<file path="src/rtl/regf_serial_loader.sv">
// Serial-to-parallel write sequencer for the register file.
// Accepts a bit stream over a valid/ready handshake, packs DATA_W bits per
// word and writes NUM_WORDS consecutive words starting at address 0 for every
// start command. busy covers the whole load; done pulses for one cycle at
// the end.
module regf_serial_loader #(
  parameter int DATA_W    = 8,
  parameter int ADDR_W    = 2,
  parameter int NUM_WORDS = 4,
  parameter bit MSB_FIRST = 1'b1
) (
  input  logic              clk,
  input  logic              rst_b,
  input  logic              start,
  input  logic              s_in,
  input  logic              s_valid,
  output logic              s_ready,
  output logic [DATA_W-1:0] wr_data,
  output logic [ADDR_W-1:0] wr_addr,
  output logic              wr_e,
  output logic              busy,
  output logic              done
);

  localparam int BIT_W = (DATA_W > 1) ? $clog2(DATA_W) : 1;
  localparam logic [BIT_W-1:0]  BIT_LAST  = BIT_W'(DATA_W - 1);
  localparam logic [ADDR_W-1:0] ADDR_LAST = ADDR_W'(NUM_WORDS - 1);

  typedef enum logic [1:0] {
    ST_IDLE  = 2'd0,
    ST_SHIFT = 2'd1,
    ST_WRITE = 2'd2,
    ST_DONE  = 2'd3
  } state_t;

  state_t              state;
  logic [DATA_W-1:0]   shreg;
  logic [BIT_W-1:0]    bit_cnt;
  logic [ADDR_W-1:0]   addr_cnt;

  // Insert one received bit into the partial word; bit order is fixed by
  // MSB_FIRST so that the first bit ends up at the chosen end of the word.
  function automatic logic [DATA_W-1:0] shift_in(input logic [DATA_W-1:0] sr,
                                                 input logic              b);
    if (MSB_FIRST) begin
      return {sr[DATA_W-2:0], b};
    end else begin
      return {b, sr[DATA_W-1:1]};
    end
  endfunction

  // Sequencer FSM; every output is a register loaded on the transition into
  // the state that owns it, so no output depends combinationally on inputs.
  always_ff @(posedge clk or negedge rst_b) begin
    if (!rst_b) begin
      state    <= ST_IDLE;
      shreg    <= '0;
      bit_cnt  <= '0;
      addr_cnt <= '0;
      s_ready  <= 1'b0;
      wr_data  <= '0;
      wr_addr  <= '0;
      wr_e     <= 1'b0;
      busy     <= 1'b0;
      done     <= 1'b0;
    end else begin
      case (state)
        ST_IDLE: begin
          if (start) begin
            state    <= ST_SHIFT;
            addr_cnt <= '0;
            bit_cnt  <= '0;
            s_ready  <= 1'b1;
            busy     <= 1'b1;
          end
        end

        ST_SHIFT: begin
          // s_valid low is a stall: nothing moves until the next valid bit.
          if (s_valid) begin
            shreg <= shift_in(shreg, s_in);
            if (bit_cnt == BIT_LAST) begin
              // Last bit of the word: present it to the register file next cycle.
              bit_cnt <= '0;
              state   <= ST_WRITE;
              s_ready <= 1'b0;
              wr_e    <= 1'b1;
              wr_data <= shift_in(shreg, s_in);
              wr_addr <= addr_cnt;
            end else begin
              bit_cnt <= bit_cnt + BIT_W'(1);
            end
          end
        end

        ST_WRITE: begin
          // The bit on s_in during this cycle is not consumed (s_ready is low).
          wr_e <= 1'b0;
          if (addr_cnt == ADDR_LAST) begin
            state <= ST_DONE;
            done  <= 1'b1;
          end else begin
            addr_cnt <= addr_cnt + ADDR_W'(1);
            state    <= ST_SHIFT;
            s_ready  <= 1'b1;
          end
        end

        ST_DONE: begin
          done  <= 1'b0;
          busy  <= 1'b0;
          state <= ST_IDLE;
        end

        default: begin
          state   <= ST_IDLE;
          s_ready <= 1'b0;
          wr_e    <= 1'b0;
          busy    <= 1'b0;
          done    <= 1'b0;
        end
      endcase
    end
  end

endmodule
</file>
<file path="config.mk">
export PLATFORM = sky130hd
export DESIGN_NAME = regf_serial_loader
export DESIGN_NICKNAME = d
export VERILOG_FILES = /design/src/rtl/regf_serial_loader.sv
export SDC_FILE = /design/constraint.sdc
export NUM_CORES = 1
export LEC_CHECK = 0
export CORE_MARGIN = 2
export CORE_UTILIZATION = 45
export CTS_CLUSTER_SIZE = 20
export DETAILED_ROUTE_END_ITERATION = 12
export GPL_TIMING_DRIVEN = 1
export PLACE_DENSITY = 0.67
export SYNTH_ARGS = -nofsm -noshare
export SYNTH_HDL_FRONTEND = slang
export SYNTH_SLANG_ARGS = --single-unit
export TNS_END_PERCENT = 20
</file>
<file path="constraint.sdc">
create_clock -name clk -period 2.4 [get_ports clk]
set_input_delay 0.48 -clock clk [delete_from_list [all_inputs] [get_ports clk]]
set_output_delay 0.48 -clock clk [all_outputs]
set_load 0.02 [all_outputs]
</file>
After elaboration in Yosys (flattened, before gate mapping)
Cells that the tools add are included.
{"block": "classes", "eq_ne": 10, "addsub": 2, "muxes": 23, "n_reduce_logical": 16}
{"operator": "AND reduction 3 bit", "count": 5}
{"operator": "two-way mux 2 bit", "count": 6}
{"operator": "!= test 2 bit (second input constant)", "count": 5}
{"operator": "nonzero test 2 bit", "count": 5}
{"operator": "two-way mux 3 bit", "count": 3}
{"operator": "case mux 2 bit (4 select lines)", "count": 1}
{"operator": "two-way mux 1 bit", "count": 7}
{"operator": "equality test 2 bit (second input constant)", "count": 3}
{"operator": "case mux 1 bit (2 select lines)", "count": 3}
{"operator": "case mux 3 bit (2 select lines)", "count": 1}
{"operator": "AND reduction 2 bit", "count": 3}
{"operator": "AND reduction 5 bit", "count": 1}
{"operator": "case mux 2 bit (2 select lines)", "count": 1}
{"operator": "adder 3 x 1 -> 3 bit (second input constant)", "count": 1}
{"operator": "equality test 3 bit (second input constant)", "count": 1}
{"operator": "case mux 1 bit (3 select lines)", "count": 1}
{"operator": "nonzero test 3 bit", "count": 1}
{"operator": "adder 2 x 1 -> 2 bit (second input constant)", "count": 1}
{"operator": "equality test 2 x 1 -> 1 bit (second input constant)", "count": 1}
{"operator": "logical NOT 2 bit", "count": 1}
{"block": "totals", "output_inout_bits": 14, "word_cells": 61, "ff_bits": 28}

Logic depth before layout (Yosys ltp)
Gate-level depths: netlist of run 1.
{"block": "depth", "word_depth": 4, "depth_mapped": 6, "depth_no_buf": 5}

Worst setup path after synthesis of run 1
No wires, ideal clock.
{"block": "synth_timing", "path_kind": "register -> register", "start": "reg bit_cnt[0]", "end": "reg wr_addr[0]", "path_stages_with_launch": 6, "n_path_buf": 1, "setup_time_ns": 0.125, "arrival_time_ns": 1.369, "synth_period_minus_slack_ns": 1.494, "setup_slack_ns": 0.906, "path_cell_list": "dfrtp_1 > ha_1 > ha_1 > nand3_4 > buf_6 > mux2_4"}
{"block": "synth_between", "elab_chain_cells": 2}
{"item": "start, declared", "line_no": "38", "text": "logic [BIT_W-1:0] bit_cnt;"}
{"item": "start signal, assigned", "line_no": "91", "text": "bit_cnt <= bit_cnt + BIT_W'(1);"}
{"item": "equality test 3 bit", "line_no": "82", "text": "if (bit_cnt == BIT_LAST) begin"}
{"item": "AND reduction 3 bit (no line)"}
{"item": "end signal, assigned", "line_no": "89", "text": "wr_addr <= addr_cnt;"}
{"item": "end, declared", "line_no": "19", "text": "output logic [ADDR_W-1:0] wr_addr,"}
No other way between the ends.
A chain may end at the register's enable or synchronous reset.

Worst setup path after layout of run 1
{"block": "layout_timing", "start": "reg wr_e", "end": "out wr_e"}
{"item": "start, declared", "line_no": "20", "text": "output logic wr_e,"}
{"item": "start signal, assigned", "line_no": "63", "text": "wr_e <= 1'b0;"}
{"item": "start signal, assigned", "line_no": "87", "text": "wr_e <= 1'b1;"}
{"item": "start signal, assigned", "line_no": "98", "text": "wr_e <= 1'b0;"}
No word-level cell between the ends.

==> flow_metrics.env, run 1 <==
export IMPL_synth_most_common_cell="dfrtp_1"
export IMPL_dpl_cell_area_mm2=0.00143
export IMPL_crit_chain="clkdlybuf4s50_1"
export IMPL_worstMarginPinSlew_ps=522
export IMPL_path_class="reg2out"
export IMPL_synthFlopType="dfrtp_1"
export IMPL_synth_compound_area_frac=0.109
export IMPL_reg2reg_slack_ps=770
export IMPL_yosysWarnings=0
export IMPL_port_buffers=18
export IMPL_first_iter_violations=14
export IMPL_required_ps=1920
export IMPL_n_fill_cell=225
export IMPL_coreArea_mm2=0.00269
export IMPL_final_max_slew_viol_count=0
export IMPL_path_buf_inv=1
export IMPL_ant_nets=0
export IMPL_fin_crit_sh=0.754
export IMPL_crit_fanout=3
export IMPL_end_kind="output pin"
export IMPL_synth_adder_area_share=0.0302
export IMPL_cts_root_buf="clkbuf_4"
export IMPL_viasPerCell=5.31
export IMPL_postCtsSetupRepairBufs=0
export IMPL_cts_tree="done"
export IMPL_arrival_ps=1330
export IMPL_finalSetupViolCount=0
export IMPL_wl_per_cell_um=13.9
export IMPL_seq_area_frac_synth=0.565
export IMPL_cts_buffer_depth=2
export IMPL_leakage_nw=0.698
export IMPL_areaGrowthSynthToFinish_pct=19.5
export IMPL_cpMaxStageDelayCell="clkdlybuf4s50_1"
export IMPL_register_area_um2=701
export IMPL_fmax_ghz=0.553
export IMPL_grt_max_degree=29
export IMPL_ys_async_sr_fraction=1.00
export IMPL_cts_resized=0
export IMPL_rr_worst_depth=4
export IMPL_maxCapViolations=0
export IMPL_finalSetupTns_ps=0
export IMPL_grt_overflow=0
export IMPL_die_area_mm2=0.00319
export IMPL_clock_sinks=28
export IMPL_status="finished, final reports clean"
export IMPL_die_x_um=56.5
export IMPL_routed_via_count=749
export IMPL_synth_edf_count=0
export IMPL_grt_total_usage=0.135
export IMPL_hold_viol=0
export IMPL_cts_htree_levels=1
export IMPL_hp_class="in2async"
export IMPL_clkLatencyLatePin_ps=330
export IMPL_path_delay_family="buffers and inverters"
export IMPL_yosys_mux_area_fraction=0.181
export IMPL_fin_crit_ps=1810
export IMPL_diodes=0
export IMPL_p_per_area_mw_per_mm2=1140
export IMPL_rsz0062_at_grt="no"
export IMPL_start_util=0.462
export IMPL_rows=19
export IMPL_synth_top_cell_area_share=0.565
export IMPL_yosysTopAreaCell="dfrtp_1"
export IMPL_drive_gt1_frac=0.227
export IMPL_synthCells=91
export IMPL_drtPass1Iterations=2
export IMPL_synthesis_area_mm2=0.00124
export IMPL_clk_pin_slew_ps=150
export IMPL_ys_types=20
export IMPL_post_route_drc_count=0
export IMPL_syn_nets=99
export IMPL_grt_pass1_vias=769
export IMPL_gp_congestion=0.754
export IMPL_dp_hpwl_mm=1.40
export IMPL_vdd_drop_max_mv=0.612
export IMPL_slew_limit_headroom=0.652
export IMPL_antenna_found_initial=0
export IMPL_skew_ps=8.74
export IMPL_cts_buffers=3
export IMPL_ys_top_cells_by_area="dfrtp_1 (56%), mux2_4 (11%), mux2_2 (7.3%), a22o_1 (4.2%), ha_1 (3.0%)"
export IMPL_multiInputGateArea_um2=495
export IMPL_synthXorXnorAreaFrac=0
export IMPL_critPathMaxStageDelay_ps=620
export IMPL_synth_common_cells="dfrtp_1 (28), mux2_4 (9), mux2_2 (8)"
export IMPL_ioPinCount=19
export IMPL_rr_startpoint="bit_cnt[0]"
export IMPL_postLayoutCellArea_mm2=0.00148
export IMPL_die_h_um=56.5
export IMPL_synth_ff_latch_count=28
export IMPL_synth_avg_cell_area_um2=13.6
export IMPL_routed_wl_mm=1.96
export IMPL_yosys_area_share_simple=0.0786
export IMPL_synth_top_family_by_area="multiplexers"
export IMPL_worst_r2r_endpoint="wr_data[4]"
export IMPL_grt_pass1_wl_mm=3.39
export IMPL_fin_nets=119
export IMPL_holdBufCountCts=0
export IMPL_startpoint_type="flop"
where the power goes:
group | switching [mW] | total [mW] | internal, mW | leakage, nW
combinational | 0.246 | 0.600 | 0.354 | 0.319
clock | 0.136 | 0.305 | 0.169 | 0.0279
sequential | 0.140 | 0.782 | 0.642 | 0.351
total | 0.522 | 1.69 | 1.17 | 0.698
flip-flops by register name, summed over array words and instances (netlist names):
register / cells
addr_cnt: 2
bit_cnt: 3
busy: 1
done: 1
s_ready: 1
shreg: 7
state: 2
wr_addr: 2
wr_data: 8
wr_e: 1
worst max path at each step:
stage,depth (start not counted),startpoint,endpoint
finish,1,wr_e,wr_e
global route,1,wr_e,wr_e
CTS,1,wr_e,wr_e
detailed placement,4,s_valid,wr_data[5]
global placement,4,s_valid,wr_data[6]
floorplan,5,bit_cnt[0],wr_addr[0]
area by class of cell:
class,instances,share of cell area
flip-flops and latches,28,0.473
multi-input cells,57,0.334
repair buffers,19,0.127
well taps,31,0.0262
clock inverters,1,0.0203
clock buffers,3,0.0152
inverters,2,0.00506
routing by layer:
| layer | share of wire | GRT usage | up-vias |
|---|---|---|---|
| met1 | 0.47 | 0.188 | 379 |
| met4 | 0.0072 | 0.0612 | 0 |
| met2 | 0.49 | 0.203 | 9 |
| met3 | 0.024 | 0.0253 | 2 |
| met5 | 0 | 0 | - |
| li1 | - | - | 359 |
logic make-up (layout without fill, tap and decap cells):
family                     Yosys count  count (layout)
muxes                               17              17
and+or+nand+nor                     17              17
DFF                                 28              28
buffers and inverters                6              25
AOI/OAI and AO/OA                   20              20
adders and majority gates            3               3
cell usage in the layout, fill, tap and decap left out:
| cell | n |
|---|---|
| o21ai_0 | 4 |
| nor2_1 | 4 |
| o2bb2ai_1 | 2 |
| a22oi_1 | 1 |
| ha_1 | 3 |
| nor2b_1 | 2 |
| clkdlybuf4s50_1 | 18 |
| a21oi_1 | 6 |
| bufinv_16 | 1 |
| nand2_2 | 1 |
| buf_4 | 1 |
| nor3_1 | 2 |
| dfrtp_1 | 28 |
| o21bai_1 | 1 |
| nor2b_4 | 1 |
| nand3_4 | 1 |
| inv_1 | 2 |
| mux2_2 | 8 |
| nand2_1 | 6 |
| a22o_1 | 6 |
| clkbuf_4 | 3 |
| mux2_4 | 9 |
per-stage QoR:
step           setup WS (ps)  power, mW   util  hold slack, ps  std cells
2_1_floorplan            906       1.16      -             184         91
3_3_place_gp             459       1.38  0.532             484        137
3_5_place_dp             415       1.40  0.532             490        137
4_1_cts                  563       1.71  0.552             510        141
5_1_grt                  526       1.79  0.552             539        141
6_report                 591       1.69  0.552             510        141
(Power assumes the default switching activity.)
==> run 2, diff against run 1 <==
- clock period: 2.4 -> 1.68 ns (I/O delays scaled with it)
==> run 2 against run 1 <==
Net effect:
- critical path depth unchanged
- hold slack lost 130 ps
- clock skew down 1.7 ps
- sequential power up 41%
- final area up 4.0%
- largest power group unchanged
==> flow_metrics.env, run 2 (synthesis results as in run 1) <==
export IMPL_largest_register="wr_data"
export IMPL_crit_fanout=2
export IMPL_path_class="reg2out"
export IMPL_end_kind="output pin"
export IMPL_rr_worst_depth=4
export IMPL_finalSetupViolCount=0
export IMPL_cts_root_buf="clkbuf_4"
export IMPL_dr_wl_met2_um=919
export IMPL_leakage_nw=0.882
export IMPL_fin_nets=123
export IMPL_port_buffers=18
export IMPL_wl_per_cell_um=13.5
export IMPL_highest_layer="met4"
export IMPL_final_common_cell="dfrtp_1"
export IMPL_fin_crit_sh=0.965
export IMPL_drtPass1Iterations=3
export IMPL_power_total_mw=2.39
export IMPL_rsz0062_at_grt="no"
export IMPL_arrival_ps=1290
export IMPL_n_fill_cell=219
export IMPL_dr_wl_met3_um=43
export IMPL_dp_hpwl_mm=1.43
export IMPL_antenna_found_initial=0
export IMPL_ant_nets=0
export IMPL_drive_gt1_frac=0.254
export IMPL_fmax_ghz=0.617
export IMPL_die_x_um=56.5
export IMPL_slew_limit_headroom=0.718
export IMPL_startpoint_type="flop"
export IMPL_ioPinCount=19
export IMPL_areaGrowthSynthToFinish_pct=24.2
export IMPL_path_buf_inv=1
export IMPL_worst_r2r_endpoint="wr_data[4]"
export IMPL_required_ps=1340
export IMPL_finalWorstSetupSlack_ps=58.1
export IMPL_pre_cts_ws_ps=-32.2
export IMPL_largest_reg_flops=8
export IMPL_grt_pass1_vias=764
export IMPL_fin_crit_ps=1620
export IMPL_largest_registers="wr_data (8), shreg (7), bit_cnt (3)"
export IMPL_reg2reg_slack_ps=120
export IMPL_crit_chain="clkdlybuf4s50_1"
export IMPL_cts_buffers=3
export IMPL_path_delay_family="buffers and inverters"
export IMPL_fin_hold_ws_ps=381
export IMPL_status="finished, final reports clean"
export IMPL_cts_tree="done"
export IMPL_skew_ps=7.07
export IMPL_clock_sinks=28
export IMPL_critPathMaxStageDelay_ps=600
export IMPL_post_route_drc_count=0
export IMPL_gp_congestion=0.704
export IMPL_wl_met1_um=974
export IMPL_grt_pass1_wl_mm=3.39
export IMPL_routed_wl_mm=1.95
export IMPL_die_h_um=56.5
export IMPL_cpMaxStageDelayCell="clkdlybuf4s50_1"
export IMPL_routed_via_count=753
export IMPL_rows=19
export IMPL_p_per_area_mw_per_mm2=1550
export IMPL_start_util=0.462
export IMPL_hold_viol=0
export IMPL_cts_buffer_depth=2
export IMPL_rr_startpoint="bit_cnt[0]"
export IMPL_grt_max_degree=29
export IMPL_fin_util=0.574
export IMPL_diodes=0
export IMPL_maxCapViolations=0
export IMPL_viasPerCell=5.19
export IMPL_clkLatencyLatePin_ps=320
export IMPL_cts_htree_levels=1
export IMPL_final_max_slew_viol_count=0
export IMPL_grt_total_usage=0.136
export IMPL_first_iter_violations=6
export IMPL_worstMarginPinSlew_ps=418
export IMPL_coreArea_mm2=0.00269
export IMPL_hp_class="in2async"
export IMPL_die_area_mm2=0.00319
export IMPL_clk_pin_slew_ps=150
export IMPL_grt_overflow=0
export IMPL_vdd_drop_max_mv=0.977
export IMPL_final_cell_mix="dfrtp_1 (28), dlymetal6s2s_1 (12), mux2_4 (9), mux2_2 (8)"
-- run 2: how the worst max path moves through the flow --
| stage | from | end | slack, ps | cells after the start |
|---|---|---|---|---|
| 3_5_place_dp | s_valid | wr_data[5] | -30 | 4 |
| 5_1_grt | wr_data[4] | wr_data[4] | 7 | 1 |
| 2_1_floorplan | bit_cnt[0] | wr_addr[0] | 190 | 5 |
| 3_3_place_gp | s_valid | wr_data[7] | -20 | 4 |
| 6_report | wr_data[4] | wr_data[4] | 60 | 1 |
| 4_1_cts | s_ready | s_ready | 6 | 1 |
-- run 2: timing repair --
action	4_1_cts	5_1_grt
setup buffers	0	0
gates resized for setup	1	12
hold buffers	0	0
setup endpoints to repair	1	12
-- run 2: report_power, final --
group | internal, mW | total [mW] | switching (mW) | leakage, nW
sequential | 0.917 | 1.10 | 0.184 | 0.351
combinational | 0.494 | 0.862 | 0.368 | 0.503
clock | 0.241 | 0.427 | 0.186 | 0.0279
-- run 2: final cells by class --
type | instances | area [um2] | share of cell area
clock buffer | 3 | 22.5 | 0.0146
tap | 31 | 38.8 | 0.0252
multi-input combinational | 57 | 495 | 0.321
inverter | 2 | 7.51 | 0.00487
clock inverter | 1 | 30.0 | 0.0195
sequential | 28 | 701 | 0.455
timing repair buffer | 23 | 246 | 0.160
-- run 2: worst register-to-register path: stages (launching register included) --
cell	delay, ps
dfrtp_1	440
ha_1	220
ha_1	220
nand3_4	210
mux2_2	370
-- run 2: stage by stage --
stage	cells	instance area (um2)	setup TNS [ps]
final	145	1540	0
after global routing	145	1540	0
after CTS	145	1510	0
after detailed placement	141	1460	-284
after global placement	141	1460	-181
after floorplan	91	1240	0
-- run 2: layer usage --
metal,up-vias,global-route usage
met5,-,0
met3,2,0.0207
met1,373,0.196
li1,371,-
met4,0,0.0510
met2,7,0.206
==> run 3, diff against run 2 <==
- MAX_ROUTING_LAYER: unset -> met4
==> run 3 against run 2 <==
Net effect:
- sequential power barely moved
- setup slack got worse by 2.5 ps
- cell count did not move
- count of clock-buffer cells in the layout did not move
- hold slack got worse by 1.2 ps
- routed wire length rose by 0.67%
- utilization did not move
- combinational power barely moved
- maximum frequency fell by 0.15%
- critical path type unchanged
==> flow_metrics.env, run 3 (synthesis results as in run 1) <==
export IMPL_worst_r2r_endpoint="wr_data[4]"
export IMPL_fin_crit_sh=0.967
export IMPL_routed_via_count=754
export IMPL_wl_per_cell_um=13.6
export IMPL_clock_sinks=28
export IMPL_path_buf_inv=1
export IMPL_cts_htree_levels=1
export IMPL_reg2reg_slack_ps=120
export IMPL_maxCapViolations=0
export IMPL_drtPass1Iterations=3
export IMPL_cts_tree="done"
export IMPL_dr_wl_met2_um=925
export IMPL_arrival_ps=1290
export IMPL_rr_worst_depth=4
export IMPL_finalSetupTns_ps=0
export IMPL_areaGrowthSynthToFinish_pct=24.2
export IMPL_crit_start="wr_data[4]"
export IMPL_post_route_drc_count=0
export IMPL_grt_pass1_vias=764
export IMPL_drive_gt1_frac=0.254
export IMPL_power_total_mw=2.39
export IMPL_die_x_um=56.5
export IMPL_hp_class="in2async"
export IMPL_grt_total_usage=0.140
export IMPL_cts_root_buf="clkbuf_4"
export IMPL_worstMarginPinSlew_ps=437
export IMPL_final_cell_mix="dfrtp_1 (28), dlymetal6s2s_1 (12), mux2_4 (9), mux2_2 (8)"
export IMPL_first_iter_violations=6
export IMPL_required_ps=1340
export IMPL_gp_congestion=0.712
export IMPL_cpMaxStageDelayCell="clkdlybuf4s50_1"
export IMPL_grt_pass1_wl_mm=3.41
export IMPL_coreArea_mm2=0.00269
export IMPL_clkLatencyLatePin_ps=320
export IMPL_grt_overflow=0
export IMPL_postCtsSetupRepairBufs=0
export IMPL_antenna_found_initial=0
export IMPL_viasPerCell=5.20
export IMPL_stdcell_count=145
export IMPL_ioPinCount=19
export IMPL_path_depth=1
export IMPL_vdd_drop_max_mv=0.979
export IMPL_diodes=0
export IMPL_finalSetupViolCount=0
export IMPL_highest_layer="met4"
export IMPL_skew_ps=9.03
export IMPL_final_common_cell="dfrtp_1"
export IMPL_die_area_mm2=0.00319
export IMPL_final_max_slew_viol_count=0
export IMPL_start_util=0.462
export IMPL_port_buffers=18
export IMPL_grt_max_degree=29
export IMPL_rsz0062_at_grt="no"
export IMPL_fin_hold_ws_ps=380
export IMPL_holdBufCountCts=0
export IMPL_die_h_um=56.5
export IMPL_cts_buffer_depth=2
export IMPL_postLayoutCellArea_mm2=0.00154
export IMPL_leakage_nw=0.882
export IMPL_dpl_cell_area_mm2=0.00146
export IMPL_clk_pin_slew_ps=150
export IMPL_largest_register="wr_data"
export IMPL_path_delay_family="buffers and inverters"
export IMPL_rows=19
export IMPL_dp_cells=141
export IMPL_fin_crit_ps=1620
export IMPL_p_per_area_mw_per_mm2=1550
export IMPL_fin_nets=123
export IMPL_ant_nets=0
export IMPL_fmax_ghz=0.616
export IMPL_path_class="reg2out"
export IMPL_status="finished, final reports clean"
export IMPL_crit_chain="clkdlybuf4s50_1"
export IMPL_end_kind="output pin"
export IMPL_hold_viol=0
export IMPL_startpoint_type="flop"
export IMPL_crit_end="wr_data[4]"
export IMPL_critPathMaxStageDelay_ps=600
export IMPL_dp_hpwl_mm=1.43
export IMPL_largest_reg_flops=8
export IMPL_largest_registers="wr_data (8), shreg (7), bit_cnt (3)"
export IMPL_rr_startpoint="bit_cnt[0]"
export IMPL_routed_wl_mm=1.97
export IMPL_crit_fanout=2
export IMPL_wl_met1_um=981
export IMPL_dr_wl_met3_um=43
export IMPL_cts_buffers=3
export IMPL_slew_limit_headroom=0.706
-- run 3: cell counts in the layout (fill, tap and decap cells not counted) --
Identical to the previous run, type by type.
-- run 3: per-layer routing --
layer	up-vias	GRT usage
li1	371	-
met1	374	0.198
met2	7	0.206
met3	2	0.0207
met4	0	0.0510
met5	-	-
-- run 3: area by class of cell --
| type | instances | area (um2) |
|---|---|---|
| flip-flops and latches | 28 | 701 |
| fillers | 219 | 1140 |
| repair buffers | 23 | 246 |
| clock inverters | 1 | 30.0 |
| multi-input cells | 57 | 495 |
| clock buffers | 3 | 22.5 |
| well taps | 31 | 38.8 |
| inverters | 2 | 7.51 |
-- run 3: timing repair --
action                                  CTS  global route
pin swaps                                 0             0
resized for setup                         1            12
endpoints found under the hold margin     0             0
endpoints found under the setup margin    1            12
-- run 3: stage by stage --
stage	util	setup slack, ps
after floorplan	-	186
after global placement	0.544	-20.2
after detailed placement	0.544	-32.2
after CTS	0.563	5.80
after global routing	0.574	6.76
final	0.574	55.5
-- run 3: how the worst min path moves through the flow --
stage / cells past startpoint / to / slack [ps] / startpoint
after floorplan: 0 / addr_cnt[0] / 40 / rst_b
after global placement: 1 / wr_data[7] / 480 / shreg[6]
after detailed placement: 1 / wr_data[7] / 490 / shreg[6]
after CTS: 2 / bit_cnt[0] / 380 / rst_b
after global routing: 2 / shreg[3] / 390 / rst_b
final: 2 / bit_cnt[2] / 380 / rst_b
-- run 3: where the power goes --
group | switching (mW) | internal, mW | leakage, nW
sequential | 0.184 | 0.917 | 0.351
combinational | 0.369 | 0.494 | 0.503
clock | 0.188 | 0.241 | 0.0279
